### config.mk
export PLATFORM = sky130hd
export DESIGN_NAME = bram_fifo_ctrl
export DESIGN_NICKNAME = d
export VERILOG_FILES = /design/src/rtl/bram_fifo_ctrl_pkg.sv /design/src/rtl/bram_fifo_ctrl_out_stage.sv /design/src/rtl/bram_fifo_ctrl.sv
export SDC_FILE = /design/constraint.sdc
export NUM_CORES = 1
export LEC_CHECK = 0
export CAP_MARGIN = 15
export CORE_ASPECT_RATIO = 1.2
export CORE_MARGIN = 5
export CORE_UTILIZATION = 40
export DETAILED_ROUTE_END_ITERATION = 6
export GPL_TIMING_DRIVEN = 0
export PLACE_DENSITY = 0.69
export SYNTH_ARGS = -nofsm -noshare
export SYNTH_HDL_FRONTEND = slang
export SYNTH_HIERARCHICAL = 1
export SYNTH_SLANG_ARGS = --single-unit
### constraint.sdc
create_clock -name clk -period 7.3 [get_ports clk]
set_input_delay 2.19 -clock clk [delete_from_list [all_inputs] [get_ports clk]]
set_output_delay 2.19 -clock clk [all_outputs]
set_load 0.01 [all_outputs]
### src/rtl/bram_fifo_ctrl_pkg.sv
// Shared constants and helpers for the BRAM-backed FIFO controller and its output stage.
package bram_fifo_ctrl_pkg;

  // Port-B read data arrives this many cycles after mem_enb.
  localparam int RD_LATENCY = 1;
  // Entries in the output staging buffer.
  localparam int OBUF_DEPTH = 2;

  function automatic int clog2(input int value);
    int result;
    int rem;
    result = 0;
    rem    = value - 1;
    while (rem > 0) begin
      result = result + 1;
      rem    = rem >> 1;
    end
    return result;
  endfunction

endpackage

### src/rtl/bram_fifo_ctrl_out_stage.sv
// Two-entry output staging buffer plus tracking of reads still travelling through the memory.
module fifo_out_stage
  import bram_fifo_ctrl_pkg::*;
#(
  parameter int DATA_WIDTH = 32
) (
  input  logic                  clk,
  input  logic                  rst,
  input  logic                  flush,
  input  logic                  pop,
  input  logic                  rd_issue,
  input  logic [DATA_WIDTH-1:0] rd_data,
  output logic                  out_valid,
  output logic [DATA_WIDTH-1:0] out_data,
  output logic [1:0]            occupancy,
  output logic                  inflight
);

  logic [RD_LATENCY-1:0] pipe_reg;
  logic [RD_LATENCY-1:0] pipe_next;
  logic [1:0]            occ_reg;
  logic [1:0]            occ_next;
  logic [1:0]            occ_after_pop;
  logic                  arrive;
  logic [DATA_WIDTH-1:0] slot_reg  [OBUF_DEPTH];
  logic [DATA_WIDTH-1:0] slot_next [OBUF_DEPTH];

  genvar gi;

  assign pipe_next[0] = rd_issue;
  for (gi = 1; gi < RD_LATENCY; gi++) begin : g_pipe
    assign pipe_next[gi] = pipe_reg[gi-1];
  end

  assign arrive        = pipe_reg[RD_LATENCY-1];
  assign inflight      = |pipe_reg;
  assign occ_after_pop = occ_reg - {1'b0, pop};
  assign occ_next      = occ_after_pop + {1'b0, arrive};

  // Slot 0 is always the head; a pop shifts everything down one place and
  // arriving read data lands in the first free slot after that shift.
  for (gi = 0; gi < OBUF_DEPTH; gi++) begin : g_slot
    localparam logic [1:0] SLOT = 2'(gi);
    logic [DATA_WIDTH-1:0] shifted;
    if (gi < OBUF_DEPTH - 1) begin : g_shift
      assign shifted = pop ? slot_reg[gi+1] : slot_reg[gi];
    end else begin : g_last
      assign shifted = slot_reg[gi];
    end
    assign slot_next[gi] = (arrive && (occ_after_pop == SLOT)) ? rd_data : shifted;
  end

  always_ff @(posedge clk or negedge rst) begin
    if (!rst) begin
      pipe_reg <= '0;
      occ_reg  <= '0;
      for (int i = 0; i < OBUF_DEPTH; i++) slot_reg[i] <= '0;
    end else if (flush) begin
      pipe_reg <= '0;
      occ_reg  <= '0;
      for (int i = 0; i < OBUF_DEPTH; i++) slot_reg[i] <= '0;
    end else begin
      pipe_reg <= pipe_next;
      occ_reg  <= occ_next;
      for (int i = 0; i < OBUF_DEPTH; i++) slot_reg[i] <= slot_next[i];
    end
  end

  assign out_valid = (occ_reg != 2'd0);
  assign out_data  = slot_reg[0];
  assign occupancy = occ_reg;

endmodule

### src/rtl/bram_fifo_ctrl.sv
// FIFO controller around an external dual-port RAM: port A writes, port B reads into a staging buffer.
module bram_fifo_ctrl
  import bram_fifo_ctrl_pkg::*;
#(
  parameter int DATA_WIDTH = 32,
  parameter int DEPTH      = 128
) (
  input  logic                      clk,
  input  logic                      rst,
  input  logic                      flush,
  input  logic                      in_valid,
  input  logic [DATA_WIDTH-1:0]     in_data,
  output logic                      in_ready,
  output logic                      out_valid,
  output logic [DATA_WIDTH-1:0]     out_data,
  input  logic                      out_ready,
  output logic [clog2(DEPTH):0]     count,
  output logic                      mem_ena,
  output logic                      mem_wea,
  output logic [clog2(DEPTH)-1:0]   mem_addra,
  output logic [DATA_WIDTH-1:0]     mem_dina,
  output logic                      mem_enb,
  output logic [clog2(DEPTH)-1:0]   mem_addrb,
  input  logic [DATA_WIDTH-1:0]     mem_doutb
);

  localparam int AW = clog2(DEPTH);
  localparam int CW = AW + 1;
  localparam logic [CW-1:0] FULL_COUNT = CW'(DEPTH);

  logic [AW-1:0] wr_ptr_reg, wr_ptr_next;
  logic [AW-1:0] rd_ptr_reg, rd_ptr_next;
  logic [CW-1:0] mem_cnt_reg, mem_cnt_next;
  logic [CW-1:0] count_reg, count_next;
  logic          push;
  logic          pop;
  logic          rd_issue;
  logic [1:0]    obuf_occ;
  logic          obuf_inflight;
  logic [2:0]    obuf_level;

  // Gated by rst so nothing is accepted while the block is held in reset.
  assign in_ready = rst & (count_reg != FULL_COUNT) & ~flush;
  assign push     = in_valid & in_ready;
  assign pop      = out_valid & out_ready & ~flush;

  // A read is only launched when its data is guaranteed a staging slot on arrival.
  assign obuf_level = {1'b0, obuf_occ} + {2'b00, obuf_inflight};
  assign rd_issue   = (mem_cnt_reg != '0) & ~flush &
                      (obuf_level < (3'(OBUF_DEPTH) + {2'b00, pop}));

  assign mem_ena   = push;
  assign mem_wea   = push;
  assign mem_addra = wr_ptr_reg;
  assign mem_dina  = in_data;
  assign mem_enb   = rd_issue;
  assign mem_addrb = rd_ptr_reg;
  assign count     = count_reg;

  // mem_cnt only sees a write after its edge, so port B never reads a word in its write cycle.
  always_comb begin
    wr_ptr_next  = wr_ptr_reg + AW'(push);
    rd_ptr_next  = rd_ptr_reg + AW'(rd_issue);
    mem_cnt_next = mem_cnt_reg + CW'(push) - CW'(rd_issue);
    count_next   = count_reg + CW'(push) - CW'(pop);
  end

  always_ff @(posedge clk or negedge rst) begin
    if (!rst) begin
      wr_ptr_reg  <= '0;
      rd_ptr_reg  <= '0;
      mem_cnt_reg <= '0;
      count_reg   <= '0;
    end else if (flush) begin
      wr_ptr_reg  <= '0;
      rd_ptr_reg  <= '0;
      mem_cnt_reg <= '0;
      count_reg   <= '0;
    end else begin
      wr_ptr_reg  <= wr_ptr_next;
      rd_ptr_reg  <= rd_ptr_next;
      mem_cnt_reg <= mem_cnt_next;
      count_reg   <= count_next;
    end
  end

  fifo_out_stage #(
    .DATA_WIDTH(DATA_WIDTH)
  ) u_out_stage (
    .clk       (clk),
    .rst       (rst),
    .flush     (flush),
    .pop       (pop),
    .rd_issue  (rd_issue),
    .rd_data   (mem_doutb),
    .out_valid (out_valid),
    .out_data  (out_data),
    .occupancy (obuf_occ),
    .inflight  (obuf_inflight)
  );

endmodule
==> flow_summary.yaml, run 1 <==
run_status:
  status: "finished clean"
setup_path:
  cp.arrival_ns: 4.43
  critPathSlowestCell: "clkdlybuf4s50_1"
  crit_chain: "clkdlybuf4s50_1 > inv_1 > clkbuf_1 > and3_1 > and2_1 > buf_4 > clkdlybuf4s50_1"
  max_stage_delay_ns: 0.58
  path_class: "input port to output port"
  start_kind: "input port"
  cp_max_fo: 10
  crit_family: "buffers and inverters"
  cp-end-kind: "output port"
  worst-path-buf-inv: 5
  critPathMostFrequentCell: "clkdlybuf4s50_1"
  crit_required_ns: 5.11
grt:
  grt_overflow: 0
  grtUsageTotal_pct: 17.24
  grt_max_degree: 52
  antenna_found_initial: 0
  grt_pass1_wl_um: 23540
  grt_pass1_vias: 4732
die:
  initial_core_util_pct: 40.78
  die_x_um: 118.1
  dieArea_um2: 16510
  core-area_um2: 13760
  io_pins: 160
  die_h_um: 139.8
  rows: 47
yosys:
  syn-num-nets: 644
  yosys_warnings: 6
  postSynthAreaPerCell_um2: 10.30
  yosysSeqAreaShare_pct: 43.26
  syn_area_um2: 5612
  yosys.cell_types.count: 47
  synth_edf_count: 0
  netlist_instances: 545
  synth-main-ff-cell: "dfrtp_1"
  synth-seq-cells: 97
  synthArstFlopShare_pct: 100.0
sta:
  finalCriticalPeriod_ns: 6.623
  maxSlewHeadroom_pct: 53.50
  hold_viol_final: 0
  setup_viol: 0
  holdWs_ns: 0.5029
  slew_viol_final: 0
  finClkSkew_ns: 0.006300
  rsz0062_at_grt: "false"
  tns_ns: 0
  min_period_over_period_pct: 90.72
  tightestPinTransition_ns: 0.6975
  fmaxAchievable_mhz: 151.0
layout:
  area_growth_pct: 32.02
  stdcell_count: 859
  drive_above_1_share_pct: 10.17
  antennaDiodeCount: 0
  nNetsFinal: 783
  fin_area_um2: 7408
routing:
  ant_nets: 0
  routedWlPerCell_um: 16.67
  firstDrtPassIters: 4
  drt_iter0_drc: 161
  drc: 0
  routed_wl_um: 14320
  avgViaCountPerCell: 5.121
  num_vias: 4399
placed_design:
  place_area_um2: 7122
  place_hpwl_um: 10730
  portBuffers: 127
  place_congestion: 0.8137
  placed_cells: 844
clock_network:
  cts_resized: 0
  worstSkewPairLatency_ns: 0.34
  htreeDepth: 3
  post_cts_buffers: 0
  cts-root-buf: "clkbuf_16"
  postCtsHoldBufs: 0
  clk_path_buf_depth: 2
  numCtsBuffers: 9
  tritoncts: "built"
  cts.sinks: 97
  clkTransAtPathRegs_ns: 0.06
job:
  drv_cap: 0
power_and_ir_drop:
  p_seq_share_pct: 32.4
  combPwrFrac_pct: 47.2
  leakagePower_nw: 3.164
  pwr-share-clk_pct: 20.4
  internal-power_mw: 1.464
  switchingPower_mw: 0.8237
  ir_worst_vdd_v: 0.0002185
  p_sw_share_pct: 36.01
  power.density_nw_per_um2: 308.7
min_path:
  hold_class: "flop to flop"
-- per-layer routing --
metal	GRT usage, %	wire length (um)
met1	20.25	5995
met2	30.84	7357
met3	4.830	805
met4	4.469	159
met5	0	0
-- Yosys cell counts (2+ instances only) --
cell,n,area [um^2]
a211oi_1,33,247.7
a21oi_1,9,45.04
and3_1,6,37.54
buf_1,2,7.510
buf_12,3,60.06
buf_2,9,45.04
buf_4,35,262.8
clkbuf_1,15,56.30
dfrtp_1,97,2427
fa_1,2,40.04
ha_1,28,350.3
inv_1,19,71.32
mux2_2,2,22.52
mux2i_1,67,670.6
nand2_1,13,48.80
nand2b_1,68,425.4
nand3_1,7,35.03
nand3b_1,2,15.01
nand4_1,3,18.77
nor2_1,55,206.5
nor2b_1,11,68.82
nor3_1,7,35.03
nor4_1,2,12.51
nor4b_1,4,35.03
o211ai_1,3,22.52
o21ai_0,5,25.02
o31ai_1,2,15.01
or3_1,4,25.02
or4_1,2,15.01
xnor2_1,8,70.07
xor2_1,6,52.55
-- layout by cell type, fill, tap and decap left out, types with 8 or more instances in the layout --
master | Yosys | final
inv_1 | 19 | 19
a211oi_1 | 33 | 33
nor2b_1 | 11 | 11
ha_1 | 28 | 28
mux2i_1 | 67 | 67
buf_2 | 9 | 9
a21oi_1 | 9 | 9
buf_4 | 35 | 36
nand2b_1 | 68 | 68
clkbuf_1 | 15 | 16
xnor2_1 | 8 | 8
dfrtp_1 | 97 | 97
clkdlybuf4s50_1 | 0 | 126
nor2_1 | 55 | 55
nand2_1 | 13 | 13
clkbuf_16 | 0 | 9
-- kinds of logic after synthesis --
kind of cell             after synthesis  synth area share, %
AO/OA/AOI/OAI                         58                7.246
XOR/XNOR                              14                2.185
adder cells (fa/ha/maj)               30                6.957
buffers and inverters                 85                9.298
flip-flops                            97                43.26
multiplexers                          69                12.35
AND/OR/NAND/NOR                      192                18.71
-- stage by stage --
stage | setup slack (ns) | util (%) | total power [mW]
floorplan | 1.970 | - | 1.428
finish | 0.6772 | 53.84 | 2.287
global placement | -2.360 | 51.57 | 1.792
detailed placement | 0.6746 | 51.75 | 1.830
CTS | 0.6657 | 53.84 | 2.312
global route | 0.5136 | 53.84 | 2.452
-- area by class of cell --
type                    instances  area, um^2
fillers                      1260        6352
multi-input cells             363        2663
flip-flops and latches         97        2427
repair buffers                128        1296
plain buffers                  66       450.4
clock buffers                  10       229.0
well taps                     171       214.0
inverters                      19       71.32
clock inverters                 5       57.56
-- path summary, 6_finish.rpt --
| kind | start | endpoint | slack [ns] | cells after the start |
|---|---|---|---|---|
| worst max-delay path | flush | mem_wea | 0.68 | 7 |
| worst min-delay path | mem_addrb[5] | mem_addrb[5] | 0.50 | 1 |
| worst max register to register | u_out_stage/inflight | mem_cnt_reg[7] | 4.32 | 9 |
| worst min register to register | mem_addrb[5] | mem_addrb[5] | 0.50 | 1 |
| max in group asynchronous | rst | mem_addrb[4] | 4.71 | 2 |
| min in group asynchronous | rst | u_out_stage/out_data[11] | 1.90 | 1 |
-- power by group through the flow --
stage	logic (mW)	registers (mW)	clock network [mW]
floorplan	0.657	0.771	0
global placement	1.04	0.748	0
detailed placement	1.08	0.753	0
CTS	1.09	0.744	0.483
global route	1.19	0.757	0.504
finish	1.08	0.742	0.466
No activity file was read; power rests on OpenSTA's default activity.
==> inputs of run 2 (changes only) <==
SKIP_CTS_REPAIR_TIMING = 1   (was not set)
clock period = 6.8 ns   (was 7.3 ns; I/O delays follow)
==> results of run 2 <==
The final DEF is identical to that of run 1. Status: finished clean.
Among the figures that moved: setup slack after placement 0.6746 ns -> 0.4746 ns; setup slack after layout 0.6772 ns -> 0.4772 ns; register-to-register setup slack 4.32 ns -> 3.82 ns; total power 2.287 mW -> 2.455 mW; worst IR drop on VDD 0.0002185 V -> 0.0002346 V
==> inputs of run 3 (changes only) <==
PLACE_DENSITY = not set   (was 0.69)
PLACE_DENSITY_LB_ADDON = 0.2   (was not set)
clock period = 5.15 ns   (was 6.8 ns; I/O delays follow)
==> run 3 against run 2 <==
Non-clock buffer count up 3. Via count up 0.43%. Cell count up 0.47%. Sequential share of layout area down 0.088 points. Clock-buffer cell count up 1. Critical path type unchanged. Hold slack better by 0.0050 ns. Clock power up 27%. Flip-flop and latch count unchanged. Combinational power up 33%. Design area up 0.27%. Global-route usage up 0.65 points. Worst setup slack worse by 0.25 ns. Largest power group unchanged.
==> flow_summary.yaml, run 3 (same netlist as run 1, synthesis figures left out) <==
sta:
  setup_viol: 0
  maxSlewHeadroom_pct: 52.53
  finalCriticalPeriod_ns: 4.922
  slew_viol_final: 0
  rsz0062_at_grt: "false"
  tns_ns: 0
  fmaxAchievable_mhz: 203.2
  hold_viol_final: 0
  finClkSkew_ns: 0.007364
  min_period_over_period_pct: 95.58
  tightestPinTransition_ns: 0.7121
clock_network:
  cts.sinks: 97
  clkTransAtPathRegs_ns: 0.07
  worstSkewPairLatency_ns: 0.34
  clk_path_buf_depth: 2
  htreeDepth: 3
  tritoncts: "built"
  numCtsBuffers: 9
  cts-root-buf: "clkbuf_16"
setup_path:
  r2r_cells: 9
  start_kind: "input port"
  cp-end-kind: "output port"
  cp.arrival_ns: 3.38
  r2r-start: "u_out_stage/occupancy[0]"
  r2r-end: "mem_cnt_reg[7]"
  cp_max_fo: 5
  path_class: "input port to output port"
  crit_required_ns: 3.61
  reg2reg_slack_ns: 2.09
power_and_ir_drop:
  power.density_nw_per_um2: 435.4
  ir_worst_vdd_v: 0.0002394
  leakagePower_nw: 3.179
routing:
  firstDrtPassIters: 4
  ant_nets: 0
  num_vias: 4418
  avgViaCountPerCell: 5.119
  routed_wl_um: 14740
  drt_iter0_drc: 157
  routedWlPerCell_um: 17.07
  drc: 0
layout:
  antennaDiodeCount: 0
  fillers: 1247
  drive_above_1_share_pct: 10.98
  area_growth_pct: 32.37
  final_cell_mix: "clkdlybuf4s50_1 (125), dfrtp_1 (97), nand2b_1 (68), mux2i_1 (67), nor2_1 (55)"
  fin_area_um2: 7428
  mostFrequentLayoutCell: "clkdlybuf4s50_1"
  nNetsFinal: 786
die:
  die_x_um: 118.1
  core-area_um2: 13760
  initial_core_util_pct: 40.78
  rows: 47
  die_h_um: 139.8
  io_pins: 160
  dieArea_um2: 16510
grt:
  grt_overflow: 0
  antenna_found_initial: 0
  grt_pass1_wl_um: 24590
  grtUsageTotal_pct: 17.90
  grt_max_degree: 52
  grt_pass1_vias: 4834
placed_design:
  place_congestion: 0.8010
  portBuffers: 127
  place_hpwl_um: 10900
  place_area_um2: 7122
min_path:
  hold_depth: 1
  hold_class: "flop to flop"
  holdCritStartpoint: "mem_addrb[5]"
  hold_end: "mem_addrb[5]"
run_status:
  status: "finished clean"
job:
  drv_cap: 0
run 3: worst max-delay path by stage:
stage,start,to,depth (start not counted)
after CTS,flush,mem_wea,7
after global placement,rst,mem_wea,5
after floorplan,flush,mem_wea,5
final,out_ready,mem_enb,5
after global routing,rst,mem_wea,5
after detailed placement,flush,mem_wea,7
run 3: stage by stage:
stage / instances / power, mW / hold WS, ns / worst slack (ns) / utilization, %
2_1_floorplan: 545 / 2.025 / 0.5132 / 1.110 / -
3_3_place_gp: 843 / 2.547 / 0.4968 / -3.219 / 51.57
3_5_place_dp: 844 / 2.607 / 0.4990 / -0.1191 / 51.75
4_1_cts: 860 / 3.266 / 0.5135 / -0.1466 / 53.75
5_1_grt: 863 / 3.473 / 0.5456 / 0.07902 / 53.98
6_report: 863 / 3.234 / 0.5078 / 0.2276 / 53.98
run 3: area by class of cell:
cell class / instances / area (um^2) / share of cell area, %
clock inverter: 5 / 31.28 / 0.4211
inverter: 19 / 75.07 / 1.011
multi-input combinational: 363 / 2663 / 35.84
buffer: 65 / 446.7 / 6.013
timing repair buffer: 132 / 1329 / 17.89
tap: 171 / 214.0 / 2.880
clock buffer: 11 / 242.7 / 3.268
sequential: 97 / 2427 / 32.68
run 3: critical path, stage by stage:
cell	delay, ns
clkdlybuf4s50_1	0.50
nand3b_1	0.10
a211o_1	0.38
nor2_1	0.25
clkdlybuf4s50_1	0.60
run 3: routing by layer:
| metal | track usage, % | vias to the layer above | wire length (um) |
|---|---|---|---|
| met5 | 0 | - | 0 |
| met4 | 5.616 | 0 | 176 |
| met3 | 3.937 | 11 | 704 |
| met2 | 31.59 | 109 | 7750 |
| met1 | 21.64 | 2184 | 6102 |
| li1 | - | 2114 | - |
run 3: where the power goes:
| part | internal (mW) | switching, mW |
|---|---|---|
| Clock | 0.340 | 0.296 |
| Sequential | 0.938 | 0.116 |
| Combinational | 0.765 | 0.780 |
